[src/rtl/adc_recorder.sv]
// adc_recorder: captures 16-bit I2S samples from an audio codec ADC and
// writes them sequentially into an 18-bit-addressed SRAM.
// Optional feature: define ADC_RECORDER_STEREO_EN to capture the right
// channel as well (interleaved L, R, L, R); by default only left is kept.
module adc_recorder (
    input  logic        bclk,
    input  logic        rst_n,
    input  logic        adcon,
    input  logic        adclrc,
    input  logic        adcdat,
    output logic [17:0] addr,
    output logic [15:0] data,
    output logic        write,
    output logic        full
);

    localparam logic [2:0] IDLE     = 3'd0;
    localparam logic [2:0] WAIT_LRC = 3'd1;
    localparam logic [2:0] SHIFT    = 3'd2;
    localparam logic [2:0] STORE    = 3'd3;
    localparam logic [2:0] FULL     = 3'd4;

    localparam logic [17:0] LAST_ADDR = 18'h3FFFF;

    logic [2:0]  state;
    logic        lrc_d;
    logic [3:0]  bit_cnt;
    logic [14:0] shreg;
    logic        left_start;
    logic        right_start;
    logic        slot_start;

    // A falling adclrc marks the start of the left slot; the MSB follows
    // one bclk later (I2S one-bit delay).
    assign left_start = lrc_d & ~adclrc;
`ifdef ADC_RECORDER_STEREO_EN
    assign right_start = ~lrc_d & adclrc;
`else
    assign right_start = 1'b0;
`endif
    assign slot_start = left_start | right_start;

    // Previous adclrc value for edge detection; idles high so a fresh
    // falling edge is needed after reset.
    always_ff @(posedge bclk or negedge rst_n) begin
        if (!rst_n) begin
            lrc_d <= 1'b1;
        end else begin
            lrc_d <= adclrc;
        end
    end

    // Capture FSM: wait for a slot start, shift in 16 bits, strobe the
    // SRAM write, then advance the address or stop when memory is full.
    always_ff @(posedge bclk or negedge rst_n) begin
        if (!rst_n) begin
            state   <= IDLE;
            addr    <= '0;
            data    <= '0;
            write   <= 1'b0;
            full    <= 1'b0;
            bit_cnt <= '0;
            shreg   <= '0;
        end else begin
            write <= 1'b0;
            if (!adcon) begin
                // Any partial word is dropped; addr is left untouched.
                state   <= IDLE;
                full    <= 1'b0;
                bit_cnt <= '0;
            end else begin
                case (state)
                    IDLE: begin
                        addr  <= '0;
                        full  <= 1'b0;
                        state <= WAIT_LRC;
                    end
                    WAIT_LRC: begin
                        if (slot_start) begin
                            bit_cnt <= '0;
                            state   <= SHIFT;
                        end
                    end
                    SHIFT: begin
                        if (bit_cnt == 4'd15) begin
                            data  <= {shreg, adcdat};
                            write <= 1'b1;
                            state <= STORE;
                        end else begin
                            shreg   <= {shreg[13:0], adcdat};
                            bit_cnt <= bit_cnt + 4'd1;
                        end
                    end
                    STORE: begin
                        if (addr == LAST_ADDR) begin
                            full  <= 1'b1;
                            state <= FULL;
                        end else begin
                            addr  <= addr + 18'd1;
                            state <= WAIT_LRC;
                        end
                    end
                    FULL: begin
                        full <= 1'b1;
                    end
                    default: begin
                        state <= IDLE;
                    end
                endcase
            end
        end
    end

endmodule

[config.mk]
export PLATFORM = sky130hd
export DESIGN_NAME = adc_recorder
export DESIGN_NICKNAME = d
export VERILOG_FILES = /design/src/rtl/adc_recorder.sv
export SDC_FILE = /design/constraint.sdc
export NUM_CORES = 1
export LEC_CHECK = 0
export ABC_AREA = 0
export CORE_AREA = 10 10 68 98
export DETAILED_ROUTE_END_ITERATION = 16
export DIE_AREA = 0 0 78 108
export GPL_TIMING_DRIVEN = 0
export PLACE_DENSITY = 0.81
export SYNTH_ARGS = -nofsm -noshare
export SYNTH_HDL_FRONTEND = slang
export SYNTH_SLANG_ARGS = --single-unit
[constraint.sdc]
create_clock -name bclk -period 3.58 [get_ports bclk]
set_input_delay 0.716 -clock bclk [delete_from_list [all_inputs] [get_ports bclk]]
set_output_delay 0.716 -clock bclk [all_outputs]
set_load 0.05 [all_outputs]
==> impl_metrics.toml <==
[final_layout]
diodes = 0
drive_gt1_share_pct = 23.9
utilization_pct = 69.1
layout.nets = 287
fin_area_um2 = 3460
area_growth_pct = 26.6

[die]
start_util_pct = 54.6
num_rows = 32
dieArea_um2 = 8420
io_pins = 41
core_um2 = 5000
dieHeight_um = 108
die_x_um = 78

[worst_setup_path]
path_max_fanout = 10
path_cells = "clkdlybuf4s50_1 -> nand2b_1 -> nor3_1 -> clkbuf_1 -> nor2_1"
worstSetupPathType = "input port to register"
critPathArrivalTime_ns = 2.64
slowest_stage = "clkdlybuf4s50_1"
cp-end-kind = "register"
cp.required_ns = 3.79
start_kind = "input port"
cpPeakStageDelay_ns = 0.60

[synth]
synth_compound_area_share_pct = 9.25
async_flop_share_pct = 100
synth_area_leaders = "dfrtp_1, mux2_2, xnor2_1"
yosysMostFrequentCell = "dfrtp_1"
synth.avg_cell_area_um2 = 12.0
synth_xor_area_share_pct = 3.85
synth_cell_types = 47
ys_seq_area_share_pct = 54.1
synthAdderAreaFrac_pct = 0.916
synth_cells = 228
post_synth_mux_area_share_pct = 13.5
yosys_warnings = 0
netlist.area_leader.share_pct = 53.1
synth_area_um2 = 2730
synth_top_family_by_area = "simple AND/OR/NAND/NOR gates"
synthSimpleGateAreaFrac_pct = 15.7
synth_area_leader_cell = "dfrtp_1"
synth_ff_type = "dfrtp_1"
ys_top_cells_by_count = "dfrtp_1, mux2_2, nor2_1"
synth_edf_count = 0
synth-seq-cells = 59
synth_nets = 235

[sta]
fin_skew_ns = 0.00631
rsz0062_at_grt = "false"
period_minus_slack_ns = 2.43
slew_violations = 0
hold_violations = 0
clock.fmax_mhz = 411
tightest_slew_ns = 0.745
slew-limit-headroom_pct = 50.0
setup_violations = 0
min_period_over_period_pct = 68.0

[clocking]
clock_tree.htree_level_count = 3
clockRootBuffer = "clkbuf_8"
cts_tree = "done"
post_cts_resized = 0
post_cts_buffers = 0
cts.sinks = 59
cts_made_buffers = 9
holdBufCountCts = 0
max-clock-path-buffers = 2
clkLatencyLatePin_ns = 0.34
clk_pin_slew_ns = 0.07

[placement]
placed_area_um2 = 3230
dp_hpwl_mm = 4.11
io_buffers = 40
place_congestion = 0.917

[global_routing]
antenna_found_initial = 0
first_global_vias = 2029
grt_max_degree = 34
grt_pass1_wl_mm = 9.81
use_met1_pct = 14.6
met3_usage_pct = 5.73
use_met2_pct = 26.2
gr-total-overflow = 0
grt-busiest-layer = "met2"
grt.total_usage_pct = 14.5

[drt]
dr.pass1.iters = 4
post-route-drc-count = 0
drt-vias-per-instance = 5.43
wl_mm = 5.59
wl_per_cell_um = 15.8
ant_nets = 0
vias = 1918
dr.first_iter.drc_count = 128

[pwr]
power_uw = 1440
ir_worst_vdd_mv = 0.358
power_density_nw_per_um2 = 416
power.leakage_uw = 0.00156

[outcome]
status = "completed"

[job]
max_cap_viol_count = 0

[min_path]
min_path_type = "input port to async pin"
-- cells by family after synthesis --
group	count (synthesis)
and+or+nand+nor	76
adders and majority gates	2
xor gates and xnor gates	12
AOI/OAI and AO/OA	32
buffers and inverters	14
DFF	59
muxes	33
-- flip-flops by register name, summed over array words and instances (netlist names) --
name	count
data	16
shreg	15
full	1
bit_cnt	4
state	3
addr	18
lrc_d	1
write	1
-- final cells by class --
cell class                      instances  area [um2]
Fill cell                             398        1550
Multi-Input combinational cell        155        1180
Buffer                                  8        52.6
Timing Repair Buffer                   41         415
Clock buffer                            9         124
Clock inverter                          7         101
Inverter                                6        22.5
Sequential cell                        59        1480
Tap cell                               68        85.1
-- cell usage in the layout (no fill, tap or decap), types with 2 or more instances in the layout --
master,Yosys,final
dfrtp_1,58,58
inv_1,6,6
nand4_1,6,6
bufinv_16,0,2
clkinv_4,0,2
o22ai_1,2,2
clkbuf_8,0,9
a211oi_1,2,2
nand3_1,9,9
nand2_1,14,14
xnor2_1,10,10
clkdlybuf4s50_1,0,39
a21oi_1,9,9
ha_1,2,2
nor2_1,18,18
and4_1,3,3
and3_1,5,5
or3_1,2,2
nor2b_1,2,2
clkbuf_1,2,2
nand2b_1,3,3
xor2_1,2,2
mux2i_1,2,2
buf_6,2,2
a31o_2,3,3
buf_2,2,3
clkinvlp_4,0,2
o21ai_0,6,6
a31oi_1,2,2
mux2_2,31,31
and2_1,3,3
a2111oi_4,2,2
-- per-layer routing --
layer / vias to the layer above / part of all wire [%]
li1: 927 / -
met5: - / 0
met4: 0 / 1.4
met2: 51 / 54
met3: 11 / 6.6
met1: 929 / 38
-- critical path, delay by kind of cell --
family	cells	cell delay [ns]
buffers and inverters	2	1.07
AND/OR/NAND/NOR	3	0.86
-- power breakdown --
part	total, uW	internal (uW)	switching [uW]
registers	686	678	8.01
logic	68.8	23.1	45.7
clock network	682	396	286
total	1440	1100	340
-- final timing paths --
path / slack, ns / start / cells past startpoint / endpoint
worst max-delay path: 1.15 / adcon / 5 / addr[8]
worst min-delay path: 0.39 / rst_n / 1 / addr[12]
worst max register to register: 1.56 / addr[0] / 7 / addr[3]
worst min register to register: 0.51 / data[12] / 1 / data[12]
max in group asynchronous: 2.54 / rst_n / 2 / lrc_d
min in group bclk: 0.51 / data[12] / 1 / data[12]
-- through the flow --
stage	setup TNS, ns	instances	worst slack, ns	hold slack, ns
2_1_floorplan	0	228	1.51	0.420
5_1_grt	0	353	0.971	0.419
3_3_place_gp	-3.26	336	-0.0597	0.489
6_report	0	353	1.15	0.388
3_5_place_dp	0	337	0.793	0.495
4_1_cts	0	353	1.17	0.399
Note: power is estimated with default switching activity, not from simulation.
